`config.mk`:
```
export PLATFORM = sky130hd
export DESIGN_NAME = flux_input_arbiter
export DESIGN_NICKNAME = d
export VERILOG_FILES = /design/src/rtl/flux_pkg.sv /design/src/rtl/rr_arbiter.sv /design/src/rtl/flux_input_arbiter.sv
export SDC_FILE = /design/constraint.sdc
export NUM_CORES = 1
export LEC_CHECK = 0
export CAP_MARGIN = 20
export CORE_UTILIZATION = 50
export CTS_CLUSTER_DIAMETER = 100
export DETAILED_ROUTE_END_ITERATION = 10
export GPL_ROUTABILITY_DRIVEN = 1
export GPL_TIMING_DRIVEN = 0
export PLACE_DENSITY = 0.88
export SYNTH_ARGS = -nofsm -noshare
export SYNTH_HDL_FRONTEND = slang
export SYNTH_SLANG_ARGS = --single-unit
```
`constraint.sdc`:
```
create_clock -name clk -period 13.6 [get_ports clk]
set_input_delay 4.08 -clock clk [delete_from_list [all_inputs] [get_ports clk]]
set_output_delay 4.08 -clock clk [all_outputs]
set_load 0.005 [all_outputs]
```
`src/rtl/flux_pkg.sv`:
```
// Shared defaults and tagged-word layout for the multi-flux FIFO feeder.
// The tag occupies the MSBs so the FIFO can steer a word by its top bits alone.
package flux_pkg;

  localparam int DEF_DATA_WIDTH = 32;
  localparam int DEF_DEPTH      = 16;
  localparam int DEF_FLUX       = 4;
  localparam int TAG_W          = $clog2(DEF_FLUX);

  typedef struct packed {
    logic [TAG_W-1:0]          tag;
    logic [DEF_DATA_WIDTH-1:0] payload;
  } tagged_word_t;

  function automatic logic [TAG_W-1:0] word_tag(input tagged_word_t w);
    return w.tag;
  endfunction

endpackage

```
`src/rtl/rr_arbiter.sv`:
```
// Round-robin pick: first set request at or after ptr, wrapping; zero latency.
// Purely combinational, no backpressure of its own; pointer state lives in the caller.
module rr_arbiter #(
  parameter int N  = 4,
  parameter int IW = $clog2(N)
) (
  input  logic [N-1:0]  req,
  input  logic [IW-1:0] ptr,
  output logic [N-1:0]  grant,
  output logic [IW-1:0] idx
);

  always_comb begin
    grant = '0;
    idx   = '0;
    for (int i = 0; i < N; i++) begin
      int              j;
      logic [IW-1:0]   jj;
      j = int'(ptr) + i;
      if (j >= N) j = j - N;
      jj = j[IW-1:0];
      if (grant == '0 && req[jj]) begin
        grant[jj] = 1'b1;
        idx       = jj;
      end
    end
  end

endmodule

```
`src/rtl/flux_input_arbiter.sv`:
```
// Round-robin merge of FLUX producer streams onto one tagged FIFO write port, latency 1.
// in_ready is a one-hot grant gated by per-flux full and by the write still on the port.
module flux_input_arbiter
  import flux_pkg::*;
#(
  parameter int DATA_WIDTH = DEF_DATA_WIDTH,
  parameter int FLUX       = DEF_FLUX,
  parameter int CNT_WIDTH  = 16,
  localparam int TAG_W     = $clog2(FLUX)
) (
  input  logic                        clk,
  input  logic                        rst,
  input  logic [FLUX*DATA_WIDTH-1:0]  in_data,
  input  logic [FLUX-1:0]             in_valid,
  output logic [FLUX-1:0]             in_ready,
  output logic [DATA_WIDTH+TAG_W-1:0] din,
  output logic                        write,
  input  logic [FLUX-1:0]             full,
  input  logic                        cnt_clear,
  output logic [FLUX*CNT_WIDTH-1:0]   sent_cnt
);

  typedef struct packed {
    logic [TAG_W-1:0]      tag;
    logic [DATA_WIDTH-1:0] payload;
  } word_t;

  word_t                 din_q;
  logic                  write_q;
  logic [TAG_W-1:0]      ptr_q;
  logic [FLUX-1:0]       busy;
  logic [FLUX-1:0]       eligible;
  logic [FLUX-1:0]       grant;
  logic [TAG_W-1:0]      gidx;
  logic [CNT_WIDTH-1:0]  cnt_q [FLUX];

  // full only reflects our write a cycle late, so mask the flux still on the port
  always_comb begin
    busy = '0;
    if (write_q) busy[din_q.tag] = 1'b1;
  end

  assign eligible = in_valid & ~full & ~busy;

  rr_arbiter #(.N(FLUX), .IW(TAG_W)) u_rr (
    .req   (eligible),
    .ptr   (ptr_q),
    .grant (grant),
    .idx   (gidx)
  );

  assign in_ready = rst ? grant : '0;

  always_ff @(posedge clk or negedge rst) begin
    if (!rst) begin
      write_q <= 1'b0;
      din_q   <= '0;
      ptr_q   <= '0;
    end else begin
      write_q <= |grant;
      if (|grant) begin
        din_q.tag     <= gidx;
        din_q.payload <= in_data[gidx*DATA_WIDTH +: DATA_WIDTH];
        ptr_q         <= (gidx == TAG_W'(FLUX-1)) ? '0 : gidx + TAG_W'(1);
      end
    end
  end

  // clear wins over a coincident grant, so that word goes uncounted
  always_ff @(posedge clk or negedge rst) begin
    if (!rst) begin
      for (int i = 0; i < FLUX; i++) cnt_q[i] <= '0;
    end else if (cnt_clear) begin
      for (int i = 0; i < FLUX; i++) cnt_q[i] <= '0;
    end else begin
      for (int i = 0; i < FLUX; i++)
        if (grant[i] && cnt_q[i] != '1) cnt_q[i] <= cnt_q[i] + CNT_WIDTH'(1);
    end
  end

  for (genvar g = 0; g < FLUX; g++) begin : g_cnt
    assign sent_cnt[g*CNT_WIDTH +: CNT_WIDTH] = cnt_q[g];
  end

  assign write = write_q;
  assign din   = din_q;

endmodule
```
* Yosys cells after proc, flatten, opt, wreduce, memory -nomap -nowiden *
Cells that the tools add are included.

storage, ports and cells
  logic and storage cells = 105
  memory bits (writable) = 0
  ROM bits = 0
  output and inout port bits = 103
  input bits = 139
  bits in registers = 101
  bits in latches = 0
  memories kept = 0

operators by class
  shift-type cells = 1
  magnitude comparators = 14
  add/subtract/negate cells = 12
  muxes and demuxes = 38
  equality and inequality tests = 5
  reduce and logical (&&, ||, !) cells = 20
  bitwise operators = 7
  multipliers = 0
  div/mod/pow operators = 0

operators by type and width
  operator                                                                             count
  128-bit by 8-bit indexed part select with 32-bit output                              1
  16-bit by 1-bit adder with 16-bit output, second input constant                      4
  16-bit two-way mux                                                                   4
  64-bit two-way mux                                                                   1
  16-bit inequality test, second input constant                                        4
  4-bit two-way mux                                                                    6
  2-bit two-way mux                                                                    9
  2-bit by 3-bit < comparator with 1-bit output, second input constant                 5
  1-bit logical AND                                                                    12
  4-bit zero test                                                                      3
  4-bit OR                                                                             3
  1-bit demux with 2-bit select                                                        5
  2-bit by 1-bit greater-or-equal comparator with 1-bit output, second input constant  5
  3-bit greater-or-equal comparator, second input constant                             3
  1-bit two-way mux                                                                    9
  4-bit AND                                                                            2
  1-bit binary-select mux with 2-bit select                                            4
  4-bit NOT                                                                            2
  2-bit nonzero test                                                                   4
  2-bit by 1-bit subtractor with 2-bit output, second input constant                   4
  2-bit by 2-bit adder with 3-bit output, second input constant                        2
  4-bit OR reduction                                                                   1
  2-bit by 1-bit adder with 3-bit output, second input constant                        1
  2-bit by 3-bit greater-or-equal comparator with 1-bit output, second input constant  1
  2 further kinds                                                                      2

* Depth between registers and ports, before layout *
  depth in word-level cells = 22
  mapped depth = 14
  mapped depth without buffers = 10

* Modules after synthesis *
A second synthesis with hierarchy kept.

second synthesis, totals
  cell total of the unflattened synthesis = 552
  area total of the unflattened synthesis = 6155.9 µm²

by module, submodules not included
  module              area each (µm²)  cells an instance  sequential area each (µm²)  times used
  flux_input_arbiter  5600.4           488                2527.4                      1
  rr_arbiter          555.5            64                 0.0                         1

* Worst setup path before layout *
OpenSTA, ideal clock, no wires.

  kind = input to output
  from = input port full[2]
  to = output port in_ready[3]
  arrival = 6.234 ns
  stages on the path = 11
  setup slack = 3.286 ns
  required time = 9.520 ns
  buffers on the path = 3
  cell sequence = and3b_1 a221oi_2 a31o_2 o22ai_1 buf_2 o31a_1 and4_4 a211oi_4 buf_6 buf_6 nor2b_1

between the ends
  word-level cells in the longest chain between the ends = 16
  elaborated cells between the ends (all ways) = 25
  classes of those cells = mux: 13; bitwise: 6; reduce/logical: 6

ends and longest elaborated chain
  what                                       line                      text
  start, declared                            flux_input_arbiter.sv:18  input logic [FLUX-1:0] full,
  4-bit NOT *                                flux_input_arbiter.sv:43  assign eligible = in_valid & ~full & ~busy;
  4-bit AND * (2 in series)                  flux_input_arbiter.sv:43
  1-bit binary-select mux with 2-bit select  rr_arbiter.sv:22          if (grant == '0 && req[jj]) begin
  1-bit two-way mux (implied by the code)    rr_arbiter.sv:22
  4-bit two-way mux                          rr_arbiter.sv:22
  4-bit zero test                            rr_arbiter.sv:22
  1-bit logical AND                          rr_arbiter.sv:22
  4-bit two-way mux                          rr_arbiter.sv:22
  4-bit zero test                            rr_arbiter.sv:22
  1-bit logical AND                          rr_arbiter.sv:22
  4-bit two-way mux                          rr_arbiter.sv:22
  4-bit zero test                            rr_arbiter.sv:22
  1-bit logical AND                          rr_arbiter.sv:22
  4-bit two-way mux *                        rr_arbiter.sv:22
  4-bit two-way mux *                        flux_input_arbiter.sv:52  assign in_ready = rst ? grant : '0;
  end, declared                              flux_input_arbiter.sv:15  output logic [FLUX-1:0] in_ready,

Mark *: on every way between the ends. The rest lies on a longest branch, timed or not. The select of a mux whose other input is x is not followed.

* Worst setup path after layout *
  from = input port in_valid[3]
  to = output port in_ready[2]

between the ends
  word-level cells in the longest chain between the ends = 15
  elaborated cells between the ends (all ways) = 24
  classes of those cells = mux: 13; bitwise: 5; reduce/logical: 6

ends and longest elaborated chain
  what                                       line                      text
  start, declared                            flux_input_arbiter.sv:14  input logic [FLUX-1:0] in_valid,
  4-bit AND * (2 in series)                  flux_input_arbiter.sv:43
  1-bit binary-select mux with 2-bit select  rr_arbiter.sv:22
  1-bit two-way mux (implied by the code)    rr_arbiter.sv:22
  4-bit two-way mux                          rr_arbiter.sv:22
  4-bit zero test                            rr_arbiter.sv:22
  1-bit logical AND                          rr_arbiter.sv:22
  4-bit two-way mux                          rr_arbiter.sv:22
  4-bit zero test                            rr_arbiter.sv:22
  1-bit logical AND                          rr_arbiter.sv:22
  4-bit two-way mux                          rr_arbiter.sv:22
  4-bit zero test                            rr_arbiter.sv:22
  1-bit logical AND                          rr_arbiter.sv:22
  4-bit two-way mux *                        rr_arbiter.sv:22
  4-bit two-way mux *                        flux_input_arbiter.sv:52

Marks and branches as above.

==> results.py <==
metrics = {
    "critical_path": {
        "cp_top_family": "compound AO/OA/AOI/OAI gates",
        "crit_chain": "clkdlybuf4s50_1, nor2b_1, nand3_1, a311oi_1, a41o_1, nor3_2, a222oi_1, a21boi_2, buf_2, buf_4, nor2b_1, clkdlybuf4s50_1",
        "cp.arrival_ns": 7.73,
        "cp.required_ns": 9.52,
        "path_max_fanout": 10,
        "end_kind": "output port",
        "start_kind": "input pin",
        "critPathMaxStageDelay_ns": 0.61,
        "critPathSlowestCell": "a311oi_1",
        "path_class": "input pin to output port",
        "cp_num_buf_inv": 4,
    },
    "finish": {
        "finalNetCount": 1170,
        "drive_gt1_frac": 0.07617,
        "syn_to_final_growth_pct": 43.77,
        "fin_area_sq_um": 9724,
        "multi_input_area_sq_um": 3855,
        "nFillCells": 1012,
        "stdcell_count": 1202,
        "regArea_sq_um": 2527,
    },
    "power_and_ir_drop": {
        "leakage_nw": 3.760,
        "ir_drop_mv": 0.2193,
        "power_mw": 1.920,
        "p_per_area_nw_per_um2": 197.4,
    },
    "run": {
        "drv_cap": 0,
    },
    "timing": {
        "setup_violations": 0,
        "rsz0062_at_grt": "no",
        "fin_crit_ns": 11.81,
        "whs_ns": 0.5562,
        "drv_slew": 0,
        "hold_violations": 0,
        "fin_setup_tns_ns": 0,
        "finalClockSkew_ns": 0.006127,
        "period_share": 0.8687,
        "relSlewSlack": 0.5330,
        "tightest_slew_ns": 0.6974,
        "fmax_mhz": 84.65,
    },
    "floorplanning": {
        "ios": 242,
        "dieWidth_um": 118.3,
        "die_h_um": 118.3,
        "start_util": 0.5108,
        "core.rowCount": 42,
        "coreArea_sq_um": 13240,
        "dieArea_sq_um": 14000,
    },
    "yosys": {
        "synth_area_leader_cell": "dfrtp_1",
        "synth.most_common_cell": "dfrtp_1",
        "yosysWarnings": 0,
        "synthTopCellsByArea": "dfrtp_1 (37%), nand2_1 (5.3%), and3_1 (4.5%)",
        "async_flop_share": 1.000,
        "synth.top_cells.by_count": "dfrtp_1 (101), nand2_1 (96), nor2_1 (58)",
        "synth_ff_type": "dfrtp_1",
        "synth_edf_count": 0,
        "synth_top_cell_area_share": 0.3737,
        "ys_ff_latch": 101,
        "syn-cell-area_sq_um": 6764,
        "syn-num-nets": 918,
        "seq_area_frac_synth": 0.3737,
        "avgSynthCellArea_sq_um": 8.819,
        "synthCells": 767,
        "yosysUniqueCellTypes": 77,
    },
    "drt": {
        "vias": 7530,
        "vias_per_cell": 6.265,
        "drc_errors": 0,
        "wl_um": 22050,
        "drtAntennaViolNets": 0,
        "drt_iter0_drc": 764,
        "wire_per_inst_um": 18.34,
        "drtPass1Iterations": 5,
    },
    "global_route": {
        "grt_util_all_layers": 0.3087,
        "overflow": 0,
        "grt_pass1_wl_um": 34860,
        "grt_pass1_vias": 6987,
        "antenna_found_initial": 2,
        "grt_start_max_net_pins": 65,
    },
    "clock_tree": {
        "root_buffer": "clkbuf_16",
        "postCtsSetupBuffers": 0,
        "cts_sinks": 101,
        "cts_tree": "done",
        "clockBufferDepth": 2,
        "cts-htree-levels": 3,
        "clk_pin_slew_worst_paths_ns": 0.07,
        "ctsResizeCount": 0,
        "hold_buffers": 0,
        "cts_made_buffers": 9,
        "clk_latency_ns": 0.35,
    },
    "placed_design": {
        "place.port_buffers": 240,
        "dp_hpwl_um": 16580,
        "dp.cells": 1184,
        "place_area_sq_um": 9412,
        "routabilityCongestion": 0.9349,
    },
    "status": {
        "status": "finished, final reports clean",
    },
    "min_path": {
        "holdCritPathClass": "flip-flop to flip-flop",
    },
}
-- where the power goes --
group | switching (mW) | total (mW) | internal, mW
Clock | 0.121 | 0.272 | 0.151
Combinational | 0.721 | 1.22 | 0.496
Sequential | 0.0512 | 0.431 | 0.380
Total | 0.894 | 1.92 | 1.03
-- layer usage --
layer	wire length, um	global-route usage
met3	1675	0.06033
met2	10760	0.5162
met4	757	0.1330
met1	8855	0.3878
met5	0	0
-- state kept, by name (all words and copies together), names as in the netlist --
register	cells
sent_cnt	64
write	1
din	34
ptr_q	2
-- worst paths after layout --
kind	from	end	slack [ns]	cells after the start
hold / removal	sent_cnt[50]$_DFFE_PN0P_	sent_cnt[50]$_DFFE_PN0P_	0.56	1
hold reg to reg	sent_cnt[50]$_DFFE_PN0P_	sent_cnt[50]$_DFFE_PN0P_	0.56	1
setup / recovery	in_valid[3]	in_ready[2]	1.79	12
min in group asynchronous	rst	sent_cnt[19]$_DFFE_PN0P_	3.71	1
setup reg to reg	ptr_q[0]$_DFFE_PN0P_	din[11]$_DFFE_PN0P_	9.39	12
max in group asynchronous	rst	din[14]$_DFFE_PN0P_	9.18	2
-- cells in the final DEF, fill, tap and decap left out, drive strengths merged, types with 3 or more instances in the layout --
cell type and n:
a211oi 3, a21oi 46, a221oi 34, a311oi 35
and3 49, and3b 4, and4 6, buf 37
clkbuf 46, clkdlybuf4s50 239, dfrtp 101, ha 12
inv 16, mux2 10, mux2i 4, nand2 96
nand3 18, nand4 12, nor2 58, nor2b 11
nor3 7, nor3b 4, nor4 16, nor4b 4
o21a 10, o21ai 10, o311ai 5, o31a 10
o31ai 32, o41ai 9, or3 10, or3b 5
or4 30
-- final cells by class --
| type | instances | share of cell area |
|---|---|---|
| antenna | 2 | 0.0005147 |
| buffer | 70 | 0.03461 |
| multi-input combinational | 584 | 0.3964 |
| clock buffer | 11 | 0.02496 |
| sequential | 101 | 0.2599 |
| tap | 176 | 0.02265 |
| clock inverter | 5 | 0.006691 |
| timing repair buffer | 241 | 0.2496 |
| inverter | 12 | 0.004632 |
-- per-stage QoR --
stage | util | setup slack [ns]
after floorplan | - | 3.286
after global placement | 0.7088 | 0.6602
after detailed placement | 0.7107 | 1.911
after CTS | 0.7339 | 1.880
after global routing | 0.7343 | 1.544
final | 0.7343 | 1.786
-- cells by family after synthesis --
kind of cell | count (synthesis) | synth area share
fa+ha+maj | 12 | 0.02220
xor+xnor | 1 | 0.001295
flops | 101 | 0.3737
simple gates | 337 | 0.2677
buf+inv | 82 | 0.05642
compound gates | 220 | 0.2562
mux | 14 | 0.02257
No activity file was read; power rests on OpenSTA's default activity.
